## src/rtl/mfp_irq_ctrl.sv

```systemverilog
// mfp_irq_ctrl: interrupt priority and acknowledge controller for the MFP.
// Takes the 16 pending bits, applies mask and in-service nesting, drives irq,
// and runs the IACK handshake. Each acknowledge returns a vector and one
// clear pulse to the pending bank.
//
// Handshake: the CPU raises iack and holds it for the whole IACK cycle. The
// rising edge of iack, seen while irq=1, latches the winning channel. From
// the following cycle until the first cycle that samples iack=0, vector is
// stable and flagged by vector_valid.
module mfp_irq_ctrl (
  input  logic        clk,
  input  logic        reset,
  input  logic [15:0] ipr,
  input  logic [15:0] imr,
  input  logic [7:0]  vr,
  input  logic        iack,
  input  logic        isr_wr,
  input  logic [15:0] isr_wdata,
  output logic        irq,
  output logic [7:0]  vector,
  output logic        vector_valid,
  output logic [15:0] ipr_clr,
  output logic [15:0] isr
);

  typedef enum logic {IDLE = 1'b0, HOLD = 1'b1} state_t;

  state_t      state;
  logic        iack_d;
  logic [15:0] active;
  logic [3:0]  hp;
  logic [3:0]  hs;
  logic        hs_valid;
  logic        request;
  logic        ack_edge;
  logic        ack_take;
  logic [15:0] isr_next;

  assign active = ipr & imr;

  // Highest-priority pending channel and highest in-service channel.
  always_comb begin
    hp       = 4'd0;
    hs       = 4'd0;
    hs_valid = 1'b0;
    for (int i = 0; i < 16; i++) begin
      if (active[i]) hp = i[3:0];
      if (isr[i]) begin
        hs       = i[3:0];
        hs_valid = 1'b1;
      end
    end
  end

  // A channel requests only if it outranks everything currently in service.
  assign request  = (active != 16'h0000) && (!hs_valid || (hp > hs));
  assign ack_edge = (state == IDLE) && iack && !iack_d;
  assign ack_take = ack_edge && irq;

  // In-service update: CPU clear first, acknowledge set second, so the set
  // wins on the acknowledged bit; automatic EOI keeps the register empty.
  always_comb begin
    isr_next = isr;
    if (isr_wr) isr_next = isr_next & isr_wdata;
    if (ack_take) isr_next[hp] = 1'b1;
    if (!vr[3]) isr_next = 16'h0000;
  end

  // Acknowledge FSM with registered irq, vector, clear pulse and isr.
  always_ff @(posedge clk) begin
    if (reset) begin
      state        <= IDLE;
      iack_d       <= 1'b0;
      irq          <= 1'b0;
      vector       <= 8'h00;
      vector_valid <= 1'b0;
      ipr_clr      <= 16'h0000;
      isr          <= 16'h0000;
    end else begin
      iack_d  <= iack;
      irq     <= request && (state == IDLE);
      ipr_clr <= 16'h0000;
      isr     <= isr_next;
      case (state)
        IDLE: begin
          if (ack_edge) begin
            state <= HOLD;
            if (irq) begin
              vector       <= {vr[7:4], hp};
              vector_valid <= 1'b1;
              ipr_clr      <= 16'h0001 << hp;
            end
          end
        end
        HOLD: begin
          if (!iack) begin
            vector_valid <= 1'b0;
            state        <= IDLE;
          end
        end
        default: state <= IDLE;
      endcase
    end
  end

endmodule

```

## config.mk

```make
export PLATFORM = sky130hd
export DESIGN_NAME = mfp_irq_ctrl
export DESIGN_NICKNAME = d
export VERILOG_FILES = /design/src/rtl/mfp_irq_ctrl.sv
export SDC_FILE = /design/constraint.sdc
export NUM_CORES = 1
export LEC_CHECK = 0
export BUFFER_PORTS_ARGS = -buffer_cell sky130_fd_sc_hd__clkbuf_2
export CORE_MARGIN = 2
export CORE_UTILIZATION = 30
export DETAILED_ROUTE_END_ITERATION = 10
export GPL_TIMING_DRIVEN = 0
export PLACE_DENSITY = 0.6
export SLEW_MARGIN = 20
export SYNTH_ARGS = -nofsm -noshare
export SYNTH_HDL_FRONTEND = slang
export SYNTH_SLANG_ARGS = --single-unit
```

## constraint.sdc

```tcl
create_clock -name clk -period 4.2 [get_ports clk]
set_input_delay 0.84 -clock clk [delete_from_list [all_inputs] [get_ports clk]]
set_output_delay 0.84 -clock clk [all_outputs]
set_load 0.02 [all_outputs]
```

# ---- Word-level counts from Yosys, hierarchy flattened
# Cells that the tools add are included.
dict set report totals {
  register_bits 44
  inputBits 60
  output_inout_bits 42
  elab_cells 92
}
dict set report classes {
  magnitude_cmp 3
  eq_ne 3
  shifts 1
  n_mux 57
  n_bitwise 7
  n_reduce_logical 14
}
# op count
set op_table {}
lappend op_table {{$mux W4} 28}
lappend op_table {{$and A16 B16 Y16} 2}
lappend op_table {{$mux W16} 2}
lappend op_table {{$mux W1} 24}
lappend op_table {{$or A16 B16 Y16} 1}
lappend op_table {{$reduce_bool A16 Y1} 1}
lappend op_table {{$shl A1 B4 Y16 const A} 1}
lappend op_table {{$logic_and A1 B1 Y1} 6}
lappend op_table {{$ne A2 B2 Y1 const B} 3}
lappend op_table {{$reduce_and A3 Y1} 2}
lappend op_table {{$lt A4 B5 Y1 const B} 1}
lappend op_table {{$demux W1 S4} 1}
lappend op_table {{$ge A4 B1 Y1 const B} 1}
lappend op_table {{$gt A4 B4 Y1} 1}
lappend op_table {{$not A1 Y1} 4}
lappend op_table {{$pmux W1 S2} 2}
lappend op_table {{$reduce_or A4 Y1} 1}
lappend op_table {{$logic_not A1 Y1} 2}
lappend op_table {{$reduce_or A2 Y1} 1}
lappend op_table {{$logic_or A1 B1 Y1} 1}

# ---- Logic depth before layout (Yosys ltp)
dict set report logic_depth {
  word_depth 22
  depth_mapped 13
  mapped_depth_nobuf 13
}

# ---- Worst setup path after synthesis
# OpenSTA, ideal clock, no wires.
dict set report synth_timing {
  path_kind {input-to-reg}
  startpoint {in ipr[10]}
  endpoint {reg irq}
  setup_time_ps 116
  t_arrival_ps 2484
  t_required_ps 4084
  path_slack_ps 1600
  path_stages 12
  path_buffers 0
  path_cell_list {a22o_1 -> o211ai_2 -> a31oi_4 -> nor2_2 -> inv_1 -> ha_1 -> nor2b_1 -> o21ai_0 -> nand2b_1 -> a21oi_1 -> a41o_1 -> a21oi_1}
}
dict set report synth_between {
  elab_chain_cells 11
  elab_cells_between_ends 12
  cone_classes {order compare: 1; mux: 6; bitwise: 1; reduce/logical: 4}
}
# item line
set synth_lines {}
lappend synth_lines {{from (decl)} 13} ;# input logic [15:0] ipr,
lappend synth_lines {{$and A16 B16 Y16} 39} ;# assign active = ipr & imr;
lappend synth_lines {{$mux W4 (6 in series)} 47} ;# if (active[i]) hp = i[3:0];
lappend synth_lines {{named net hp[1]} 31} ;# logic [3:0] hp;
lappend synth_lines {{$gt A4 B4 Y1} 56} ;# assign request = (active != 16'h0000) && (!hs_valid || (hp > hs));
lappend synth_lines {{$logic_or A1 B1 Y1} 56}
lappend synth_lines {{$logic_and A1 B1 Y1} 56}
lappend synth_lines {{$logic_and A1 B1 Y1} 81} ;# irq <= request && (state == IDLE);
lappend synth_lines {{to (signal assigned)} 81}
lappend synth_lines {{to (decl)} 19} ;# output logic irq,
# The timed path passes the listed nets, and every way through them passes these cells.
# A chain may end at the register's enable or synchronous reset.

# ---- Worst setup path in the final report
dict set report layout_timing {
  startpoint {in ipr[13]}
  endpoint {reg irq}
}
dict set report layout_between {
  elab_chain_cells 8
  elab_cells_between_ends 9
  cone_classes {order compare: 1; mux: 3; bitwise: 1; reduce/logical: 4}
}
# item line
set layout_lines {}
lappend layout_lines {{$and A16 B16 Y16} 39}
lappend layout_lines {{$mux W4 (3 in series)} 47}
lappend layout_lines {{named net hp[2]} 31}
lappend layout_lines {{$gt A4 B4 Y1} 56}
lappend layout_lines {{$logic_or A1 B1 Y1} 56}
lappend layout_lines {{$logic_and A1 B1 Y1} 56}
lappend layout_lines {{$logic_and A1 B1 Y1} 81}
# The timed path passes the listed nets, and every way through them passes these cells.

==> results.py <==
metrics = {
    "timing": {
        "fin_crit_sh_pct": 64.3,
        "worstMarginPinSlew_ns": 0.617,
        "final.min_clock_period_ns": 2.70,
        "setup_viol": 0,
        "relSlewSlack_pct": 58.9,
        "skew_ns": 0.00549,
        "finalHoldViolCount": 0,
        "grt_setup_unrepaired": "false",
        "hold_slack_ns": 0.447,
        "maxSlewViolCount": 0,
        "setup_tns_ns": 0,
        "clock.fmax_ghz": 0.371,
    },
    "cts": {
        "clk-insertion-delay-late_ns": 0.29,
        "clkSlewWorstSetupHoldPaths_ns": 0.08,
        "clockBufferDepth": 2,
        "postCtsHoldBufs": 0,
        "h-tree-depth": 2,
        "cts_sinks": 44,
        "cts_made_buffers": 5,
        "cts_resized": 0,
        "cts_setup_buffers": 0,
        "cts_root_buf": "clkbuf_8",
        "tritoncts": "yes",
    },
    "pwr": {
        "total_power_mw": 0.908,
        "ir_drop_mv": 0.142,
        "pwr_density_cell_nw_per_um2": 320,
        "p_leak_nw": 1.24,
    },
    "drt": {
        "drcViolationCount": 0,
        "drtAntennaViolNets": 0,
        "vias": 2177,
        "drt-total-wl_mm": 6.17,
        "vias_per_cell": 4.94,
        "routedWlPerCell_um": 14.0,
        "drt_iter0_drc": 96,
        "drt_pass1_iterations": 5,
    },
    "logic_synthesis": {
        "postSynthAreaPerCell_um2": 8.85,
        "yosys_warnings": 0,
        "ys_seq_elements": 44,
        "ys_types": 51,
        "synthAdderAreaFrac_pct": 2.37,
        "synth_area_um2": 2110,
        "synth_top_flop_cell": "dfxtp_1",
        "yosys-mux-area-fraction_pct": 0,
        "synth_compound_area_share_pct": 27.2,
        "syn_nets": 303,
        "synthSimpleGateAreaFrac_pct": 25.6,
        "synth_cells": 239,
        "synth_top_family_by_area": "compound AO/OA/AOI/OAI gates",
        "async_flop_share_pct": 0,
        "synth_xor_area_share_pct": 0,
        "synth_enable_flop_cells": 0,
        "yosysSeqAreaShare_pct": 41.7,
    },
    "cells_and_area": {
        "multi_input_area_um2": 1160,
        "area_delta_synth_final_pct": 34.1,
        "num_antenna_cells": 0,
        "fin_cells": 441,
        "nNetsFinal": 408,
        "fillers": 734,
        "drive_above_1_share_pct": 38.6,
        "seq_area_um2": 881,
    },
    "placement": {
        "hpwl_mm": 4.98,
        "portBuffers": 98,
        "place_congestion": 0.766,
        "dp_cells": 433,
    },
    "critical_path": {
        "cpMaxStageDelayCell": "a222oi_1",
        "cp_cell_sequence": "clkbuf_2 -> a222oi_1 -> and2_4 -> o21ai_0 -> ha_1 -> o21ai_0 -> nand2b_1 -> a21oi_1 -> a41o_1 -> a21oi_1",
        "cp-end-kind": "register",
        "crit_path_start_kind": "primary input",
        "r2r_cells": 12,
        "cp_max_fo": 5,
        "max_stage_delay_ns": 0.59,
        "cp.required_ns": 4.42,
        "critPathArrivalTime_ns": 2.92,
        "path_class": "primary input to register",
    },
    "global_route": {
        "grt_usage_pct": 16.2,
        "grt_max_degree": 15,
        "antenna_found_initial": 0,
        "grt-ovfl-total": 0,
        "grt_pass1_vias": 2069,
        "grt_pass1_wl_mm": 9.79,
    },
    "floorplanning": {
        "die_w_um": 88.0,
        "fp-row-count": 30,
        "die_area_um2": 7740,
        "die_h_um": 88.0,
        "start_util_pct": 31.1,
        "fp.coreArea_um2": 6790,
        "io_pins": 102,
    },
    "run_status": {
        "outcome": "finished clean",
    },
    "run": {
        "cap_violations": 0,
    },
    "min_path": {
        "min-delay-path-class": "register to register",
        "whs_path_depth": 1,
    },
}
## critical path, delay by kind of cell
family	cells	cell delay (ns)
AOI/OAI and AO/OA	6	1.27
adders and majority gates	1	0.35
buffers and inverters	1	0.09
and+or+nand+nor	2	0.38
## sequential cells by signal, indices dropped and copies added, names as in the netlist
name / flops
vector: 8
iack_d: 1
irq: 1
isr: 16
vector_valid: 1
state: 1
ipr_clr: 16
## synth_stat cells, types with 2 or more instances
master / count / area (µm²)
a31oi_1: 3 / 18.8
a21oi_1: 18 / 90.1
nand3_1: 5 / 25.0
inv_1: 8 / 30.0
nand2_1: 28 / 105
a22o_1: 2 / 17.5
clkbuf_1: 6 / 22.5
nand2b_1: 4 / 25.0
dfxtp_1: 44 / 881
and4_1: 2 / 17.5
and3_1: 2 / 12.5
o22ai_2: 2 / 25.0
and2_1: 4 / 25.0
ha_1: 4 / 50.1
nor2_4: 2 / 22.5
a22oi_4: 2 / 42.5
a21boi_0: 2 / 15.0
a32o_1: 2 / 20.0
a31oi_4: 2 / 42.5
o21ai_0: 21 / 105
a22oi_1: 3 / 22.5
o22ai_1: 6 / 37.5
nand2_2: 4 / 25.0
nor2b_1: 3 / 18.8
nor3_1: 6 / 30.0
nor3_2: 5 / 50.1
nor2_1: 25 / 93.8
## through the flow
stage          setup slack (ns)  cell area (µm²)  util, %
2_1_floorplan              1.60             2110        -
3_3_place_gp               1.27             2730     40.1
3_5_place_dp               1.25             2730     40.1
4_1_cts                    1.50             2840     41.7
5_1_grt                    1.35             2840     41.7
6_report                   1.50             2840     41.7
## layer usage
layer / GRT usage, % / share of wire (%) / up-vias
met5: 0 / 0 / -
met4: 4.06 / 1.1 / 0
met3: 3.68 / 5.3 / 7
met2: 27.2 / 47 / 63
met1: 21.0 / 46 / 1034
li1: - / - / 1073
## layout make-up
class	instances	area share [%]
clock inverter	3	1.50
buffer	8	1.37
inverter	8	1.06
sequential	44	31.1
clock buffer	5	2.43
timing repair buffer	98	17.3
tap	96	4.23
multi-input combinational	179	41.1
## worst paths after layout
path	from	to	slack, ns
hold / removal	iack_d	state	0.45
setup reg to reg	isr[3]	irq	2.03
setup / recovery	ipr[13]	irq	1.50
hold reg to reg	iack_d	state	0.45
## cell families after synthesis
| logic type | Yosys count |
|---|---|
| buffers and inverters | 16 |
| adder cells (fa/ha/maj) | 4 |
| AND/OR/NAND/NOR | 100 |
| flip-flops | 44 |
| AO/OA/AOI/OAI | 75 |
## report_power, final
part | internal (mW) | switching (mW) | total [mW]
clock | 0.176 | 0.144 | 0.320
combinational | 0.0632 | 0.0967 | 0.160
sequential | 0.424 | 0.00412 | 0.428
total | 0.663 | 0.245 | 0.908
## cells in the final DEF, fill, tap and decap left out, types with 3 or more instances in the layout
master,n
a21oi_1,18
a22oi_1,3
a31oi_1,3
and2_1,4
clkbuf_1,6
clkbuf_2,98
clkbuf_8,5
dfxtp_1,44
ha_1,4
inv_1,8
nand2_1,28
nand2_2,4
nand2b_1,4
nand3_1,5
nor2_1,25
nor2b_1,3
nor3_1,6
nor3_2,5
o21ai_0,21
o22ai_1,6
No activity file was read; power rests on OpenSTA's default activity.
